--- config.mk ---
export PLATFORM = sky130hd
export DESIGN_NAME = bcd_timer_ctrl
export DESIGN_NICKNAME = d
export VERILOG_FILES = /design/src/rtl/bcd_timer_ctrl.sv
export SDC_FILE = /design/constraint.sdc
export NUM_CORES = 1
export LEC_CHECK = 0
export CAP_MARGIN = 30
export CORE_MARGIN = 1.5
export CORE_UTILIZATION = 60
export DETAILED_ROUTE_END_ITERATION = 16
export DONT_BUFFER_PORTS = 1
export GPL_TIMING_DRIVEN = 0
export MAX_ROUTING_LAYER = met4
export PLACE_DENSITY = 0.75
export SLEW_MARGIN = 0
export SYNTH_ARGS = -nofsm -noshare
export SYNTH_HDL_FRONTEND = slang
export SYNTH_SLANG_ARGS = --single-unit
--- constraint.sdc ---
create_clock -name clk -period 4.4 [get_ports clk]
set_input_delay 0.88 -clock clk [delete_from_list [all_inputs] [get_ports clk]]
set_output_delay 0.88 -clock clk [all_outputs]
set_load 0.02 [all_outputs]
--- src/rtl/bcd_timer_ctrl.sv ---
// bcd_timer_ctrl: start/pause/clear sequencer for a two-digit BCD counter with prescaled ticks
// and terminal-count detection against a latched, clamped BCD limit.
module bcd_timer_ctrl #(
    parameter int PRESCALE   = 4,
    parameter int PRESCALE_W = 3
) (
    input  logic       clk,
    input  logic       reset,
    input  logic       start,
    input  logic       pause,
    input  logic       clear,
    input  logic [3:0] limit_tens,
    input  logic [3:0] limit_ones,
    output logic [3:0] tens,
    output logic [3:0] ones,
    output logic       tick,
    output logic       running,
    output logic       done
);
    typedef enum logic [1:0] {IDLE, RUN, PAUSE, DONE} state_t;
    localparam logic [PRESCALE_W-1:0] PMAX = PRESCALE_W'(PRESCALE - 1);

    state_t                state, state_n;
    logic [PRESCALE_W-1:0] pre, pre_n;
    logic [3:0]            tens_n, ones_n, lim_t, lim_o, lim_t_n, lim_o_n;
    logic [3:0]            clamp_t, clamp_o, inc_t, inc_o;
    logic                  done_n, load;

    assign clamp_t = limit_tens > 4'd9 ? 4'd9 : limit_tens;
    assign clamp_o = limit_ones > 4'd9 ? 4'd9 : limit_ones;
    assign inc_o   = ones == 4'd9 ? 4'd0 : ones + 4'd1;
    assign inc_t   = ones != 4'd9 ? tens : tens == 4'd9 ? 4'd0 : tens + 4'd1;
    assign tick    = state == RUN && pre == PMAX && !pause && !clear;
    assign running = state == RUN;
    assign load    = (state == IDLE || state == DONE) && start && !pause;

    always_comb begin
        state_n = state;
        pre_n   = pre;
        tens_n  = tens;
        ones_n  = ones;
        lim_t_n = lim_t;
        lim_o_n = lim_o;
        done_n  = 1'b0;
        if (clear) begin
            state_n = IDLE;
            pre_n   = '0;
            tens_n  = 4'd0;
            ones_n  = 4'd0;
        end else if (load) begin
            pre_n   = '0;
            tens_n  = 4'd0;
            ones_n  = 4'd0;
            lim_t_n = clamp_t;
            lim_o_n = clamp_o;
            done_n  = clamp_t == 4'd0 && clamp_o == 4'd0;
            state_n = done_n ? DONE : RUN;
        end else if (state == RUN && !pause) begin
            pre_n = tick ? '0 : pre + 1'b1;
            if (tick) begin
                tens_n  = inc_t;
                ones_n  = inc_o;
                done_n  = inc_t == lim_t && inc_o == lim_o;
                state_n = done_n ? DONE : RUN;
            end
        end else if (state == RUN) begin
            state_n = PAUSE;
        end else if (state == PAUSE && start && !pause) begin
            state_n = RUN;
        end
    end

    always_ff @(posedge clk or negedge reset) begin
        if (!reset) begin
            state <= IDLE;
            pre   <= '0;
            tens  <= 4'd0;
            ones  <= 4'd0;
            lim_t <= 4'd0;
            lim_o <= 4'd0;
            done  <= 1'b0;
        end else begin
            state <= state_n;
            pre   <= pre_n;
            tens  <= tens_n;
            ones  <= ones_n;
            lim_t <= lim_t_n;
            lim_o <= lim_o_n;
            done  <= done_n;
        end
    end
endmodule

==> impl_metrics.yaml, run 1 <==
setup_path:
  path_class: "reg -> out"
  end_kind: "output pin"
  reg2reg_slack_ns: 2.09
  crit_chain: "inv_1 > ha_1 > nor2b_1 > nand2_1 > nor2_1"
  r2r_end: "done"
  critPathMaxFanout: 8
  rr_startpoint: "ones[2]"
  cp_data_required_time_ns: 3.52
  crit_family: "simple AND/OR/NAND/NOR gates"
  cpPeakStageDelay_ns: 0.42
  slowest_stage: "dfrtp_1"
  crit_start: "state[1]"
  crit_arrival_ns: 1.92
  crit_cells: 5
  worstSetupStartpointType: "register"
  worst-r2r-cell-count: 6
  crit_end: "tick"
  worst-path-buf-inv: 1
global_route:
  grt_start_max_net_pins: 23
  grt_pass1_wl_microns: 4630
  first_global_vias: 1085
  grt.overflow.total: 0
  antenna_found_initial: 0
  grt_usage_pct: 23.8
clocking:
  cts_resized: 0
  postCtsHoldBufs: 0
  cts_setup_buffers: 0
  clockBufferDepth: 2
  clkTransAtPathRegs_ns: 0.12
  cts_tree: "done"
  cts_root_buf: "clkbuf_4"
  cts_buffers: 3
  cts_sinks: 22
  htreeDepth: 1
  clock_latency_ns: 0.31
yosys:
  syn_inst: 163
  yosysSeqAreaShare_pct: 38.2
  yosys_warnings: 0
  avgSynthCellArea_sq_um: 8.85
  synth_seq_cells: 22
  synth-async-reset-ratio_pct: 100
  synth_edf_count: 0
  synth_cell_types: 44
  synthFlopType: "dfrtp_1"
  synth_area_sq_um: 1440
  syn_nets: 182
sta:
  setup_viol: 0
  finalCritPeriodShare_pct: 63.7
  slew_violations: 0
  holdWs_ns: 0.242
  rsz0062_at_grt: "false"
  fin_setup_tns_ns: 0
  max-slew-margin-rel_pct: 64.5
  hold_viol_final: 0
  finalClockSkew_ns: 0.00268
  period_minus_slack_ns: 2.80
  timing.fmax_mhz: 357
  tightest_slew_ns: 0.530
pwr:
  ir_worst_vdd_v: 0.000238
  leakage_nw: 0.628
  p_per_area_nw_per_um2: 301
job:
  max_cap_violations: 0
layout:
  drive_above_1_share_pct: 8.43
  num-fill-cells: 195
  n_antenna_cell: 0
  fin_cells: 194
  fin_area_sq_um: 1500
  finalNetCount: 187
  syn_to_final_growth_pct: 3.99
  layout_commonest_cell: "dfrtp_1"
  mostFrequentLayoutCells: "dfrtp_1 (22), nor2_1 (18), o21ai_0 (15), inv_1 (12), a21oi_1 (12)"
placed_design:
  gp_congestion: 0.828
  hpwl_microns: 2160
  placedCellCount: 191
  port_buffers: 0
  place_area_sq_um: 1480
worst_hold_path:
  min-delay-path-class: "in -> async"
floorplan:
  start_util_pct: 64.6
  rows: 17
  die_area_sq_um: 2710
  fp.dieH_microns: 52.0
  core_area_sq_um: 2230
  io_pins: 24
  dieWidth_microns: 52.0
route:
  viasPerCell: 6.18
  dr_total_vias: 1199
  totalWireLength_microns: 2930
  wire_per_inst_microns: 15.1
  postRouteAntennaNets: 0
  detail_route.first_pass.iterations: 4
  drt_drc_violations_left: 0
  drtIter0Drc: 21
outcome:
  outcome: "complete, no violations"
==> how the worst min path moves through the flow <==
| stage | start | to | slack [ns] | depth (start not counted) |
|---|---|---|---|---|
| final | reset | pre[2] | 0.24 | 0 |
| after global routing | reset | pre[2] | 0.23 | 0 |
| after CTS | reset | pre[2] | 0.24 | 0 |
| after detailed placement | pre[1] | pre[1] | 0.51 | 2 |
| after global placement | pre[2] | pre[2] | 0.50 | 2 |
| after floorplan | pre[1] | pre[1] | 0.48 | 2 |
==> final cells by class <==
cell class	count	area, sq um	share of cell area (%)
Multi-Input combinational cell	125	828	55.2
Sequential cell	22	551	36.7
Inverter	12	45.0	3.00
Tap cell	28	35.0	2.34
Clock buffer	3	22.5	1.50
Buffer	4	18.8	1.25
==> per-layer routing <==
layer,vias to the layer above,track usage [%],part of all wire [%]
li1,589,-,-
met1,589,29.6,47
met2,17,38.8,49
met3,4,4.02,2.3
met4,0,9.21,1.1
met5,-,-,0
==> flip-flops by register name, indices dropped and copies added, names as in the netlist <==
signal and flops:
state 2, lim_o 4, lim_t 4, done 1, ones 4, pre 3
tens 4
==> report_power, final <==
| group | switching, mW | leakage (nW) | total, mW | internal [mW] |
|---|---|---|---|---|
| logic | 0.0523 | 0.323 | 0.103 | 0.0504 |
| registers | 0.0244 | 0.291 | 0.256 | 0.231 |
| clock network | 0.0613 | 0.0138 | 0.0934 | 0.0321 |
| total | 0.138 | 0.628 | 0.452 | 0.314 |
==> synth_stat cells, types with 2 or more instances <==
library cell | count | area (sq um)
dfrtp_1 | 22 | 551
nor2_1 | 18 | 67.6
o21ai_0 | 15 | 75.1
a21oi_1 | 12 | 60.1
inv_1 | 12 | 45.0
nor3_1 | 8 | 40.0
ha_1 | 6 | 75.1
nand2_1 | 6 | 22.5
nand2b_1 | 5 | 31.3
nand3_1 | 5 | 25.0
nand3b_1 | 5 | 37.5
xnor2_1 | 4 | 35.0
clkbuf_1 | 3 | 11.3
xor2_1 | 3 | 26.3
a221oi_1 | 2 | 17.5
a31oi_1 | 2 | 12.5
mux2_2 | 2 | 22.5
mux2i_1 | 2 | 20.0
nand4_1 | 2 | 12.5
nor2b_1 | 2 | 12.5
o21a_1 | 2 | 15.0
or2_2 | 2 | 12.5
or4b_1 | 2 | 20.0
==> cells by family after synthesis <==
logic type | count (synthesis) | synth area share (%)
XOR/XNOR | 7 | 4.25
flip-flops | 22 | 38.2
AO/OA/AOI/OAI | 39 | 15.9
adder cells (fa/ha/maj) | 6 | 5.20
multiplexers | 5 | 3.99
AND/OR/NAND/NOR | 68 | 28.1
buffers and inverters | 16 | 4.42
==> stage by stage <==
step                power (mW)  setup WS [ns]  utilization [%]
finish                   0.452           1.60             67.2
CTS                      0.453           1.59             67.2
global route             0.474           1.46             67.2
floorplan                0.340           2.10                -
global placement         0.357           1.97             66.2
detailed placement       0.362           1.95             66.2
Note: power is estimated with default switching activity, not from simulation.
==> run 2: changes to the inputs <==
==> constraint.sdc (replaced) <==
create_clock -name clk -period 2.7 [get_ports clk]
set_input_delay 0.54 -clock clk [delete_from_list [all_inputs] [get_ports clk]]
set_output_delay 0.54 -clock clk [all_outputs]
set_load 0.02 [all_outputs]
==> run 2 against run 1 <==
Compared with the run above:
- critical path type unchanged
- routed wire length up 0.85%
- die area unchanged
- clock power up 63%
- cell count up 1.0%
- clock-buffer cell count unchanged
- non-clock buffer count up 2
- largest power group unchanged
==> impl_metrics.yaml, run 2 (same netlist as run 1, synthesis figures left out) <==
layout:
  layout_commonest_cell: "dfrtp_1"
  finalNetCount: 189
  syn_to_final_growth_pct: 5.72
  drive_above_1_share_pct: 8.93
  n_antenna_cell: 0
  mostFrequentLayoutCells: "dfrtp_1 (22), nor2_1 (18), o21ai_0 (15), inv_1 (12), a21oi_1 (12)"
  fin_area_sq_um: 1530
sta:
  timing.fmax_mhz: 408
  max-slew-margin-rel_pct: 64.2
  finalCritPeriodShare_pct: 90.8
  tightest_slew_ns: 0.536
  setup_viol: 0
  hold_viol_final: 0
  rsz0062_at_grt: "false"
  period_minus_slack_ns: 2.45
  finalClockSkew_ns: 0.00287
  fin_setup_tns_ns: 0
  slew_violations: 0
global_route:
  grt.overflow.total: 0
  antenna_found_initial: 0
  grt_usage_pct: 23.9
  first_global_vias: 1085
  grt_start_max_net_pins: 23
  grt_pass1_wl_microns: 4640
setup_path:
  critPathMaxFanout: 8
  cp_data_required_time_ns: 2.16
  path_class: "reg -> out"
  rr_startpoint: "ones[3]"
  worstSetupStartpointType: "register"
  worst-r2r-cell-count: 6
  r2r_end: "done"
  crit_arrival_ns: 1.91
  reg2reg_slack_ns: 0.38
  end_kind: "output pin"
outcome:
  outcome: "complete, no violations"
route:
  wire_per_inst_microns: 15.1
  drtIter0Drc: 22
  dr_total_vias: 1218
  totalWireLength_microns: 2960
  viasPerCell: 6.21
  postRouteAntennaNets: 0
  detail_route.first_pass.iterations: 4
  drt_drc_violations_left: 0
pwr:
  pwr-share-comb_pct: 23.7
  ir_worst_vdd_v: 0.000387
  p_clk_share_pct: 20.4
  sw_frac_of_total_pct: 31.1
  p_per_area_nw_per_um2: 489
  p_seq_share_pct: 55.8
  switchingPower_uw: 232
  power_uw: 746
  p_int_uw: 514
  leakage_nw: 0.639
placed_design:
  hpwl_microns: 2160
  port_buffers: 0
  gp_congestion: 0.828
  place_area_sq_um: 1480
worst_hold_path:
  min_path_cells: 1
  min-delay-path-class: "in -> reg"
  whs_endpoint: "state[0]"
  min_from: "clear"
floorplan:
  dieWidth_microns: 52.0
  core_area_sq_um: 2230
  io_pins: 24
  fp.dieH_microns: 52.0
  die_area_sq_um: 2710
  start_util_pct: 64.6
  rows: 17
clocking:
  htreeDepth: 1
  cts_tree: "done"
  clockBufferDepth: 2
  cts_setup_buffers: 0
  cts_root_buf: "clkbuf_4"
  clock_latency_ns: 0.31
  cts_sinks: 22
  cts_buffers: 3
  clkTransAtPathRegs_ns: 0.12
job:
  max_cap_violations: 0
[run 2: stage by stage]
| stage | std cells | util [%] | hold WS [ns] | setup WS, ns |
|---|---|---|---|---|
| floorplan | 163 | - | 0.244 | 0.713 |
| finish | 196 | 68.3 | 0.289 | 0.248 |
| global placement | 191 | 66.2 | 0.245 | 0.436 |
| global route | 196 | 68.3 | 0.282 | 0.0984 |
| detailed placement | 191 | 66.2 | 0.245 | 0.411 |
| CTS | 195 | 67.6 | 0.285 | 0.233 |
[run 2: per-layer routing]
metal | part of all wire (%) | vias up | track usage (%)
met4 | 1.4 | 0 | 9.21
met1 | 48 | 597 | 29.6
li1 | - | 594 | -
met3 | 2.4 | 7 | 4.02
met5 | 0 | - | -
met2 | 48 | 20 | 39.0
[run 2: power groups by stage]
| stage | clock (mW) | combinational, mW | sequential [mW] |
|---|---|---|---|
| 3_3_place_gp | 0 | 0.162 | 0.420 |
| 5_1_grt | 0.161 | 0.200 | 0.421 |
| 2_1_floorplan | 0 | 0.142 | 0.412 |
| 4_1_cts | 0.155 | 0.176 | 0.416 |
| 3_5_place_dp | 0 | 0.167 | 0.423 |
| 6_report | 0.152 | 0.177 | 0.417 |
[run 2: worst max path at each step]
stage / startpoint / end
final: state[1] / tick
after CTS: state[1] / tick
after floorplan: ones[0] / done
after global placement: ones[2] / done
after global routing: state[1] / tick
after detailed placement: ones[2] / done
[run 2: layout make-up]
type	count	area, sq um
flip-flops and latches	22	551
plain buffers	4	18.8
clock buffers	3	22.5
well taps	28	35.0
inverters	12	45.0
fillers	192	708
multi-input cells	125	828
repair buffers	2	25.0
[run 2: critical path: stages, from the launching register on]
cell and delay [ns]:
dfrtp_1 0.42, inv_1 0.06, ha_1 0.40, nor2b_1 0.21
nand2_1 0.17, nor2_1 0.35
[run 2: timing repair]
item / CTS / global route
hold buffers: 1 / 0
endpoints found under the hold margin: 22 / 0
gates resized for setup: 0 / 0
setup endpoints to repair: 0 / 0
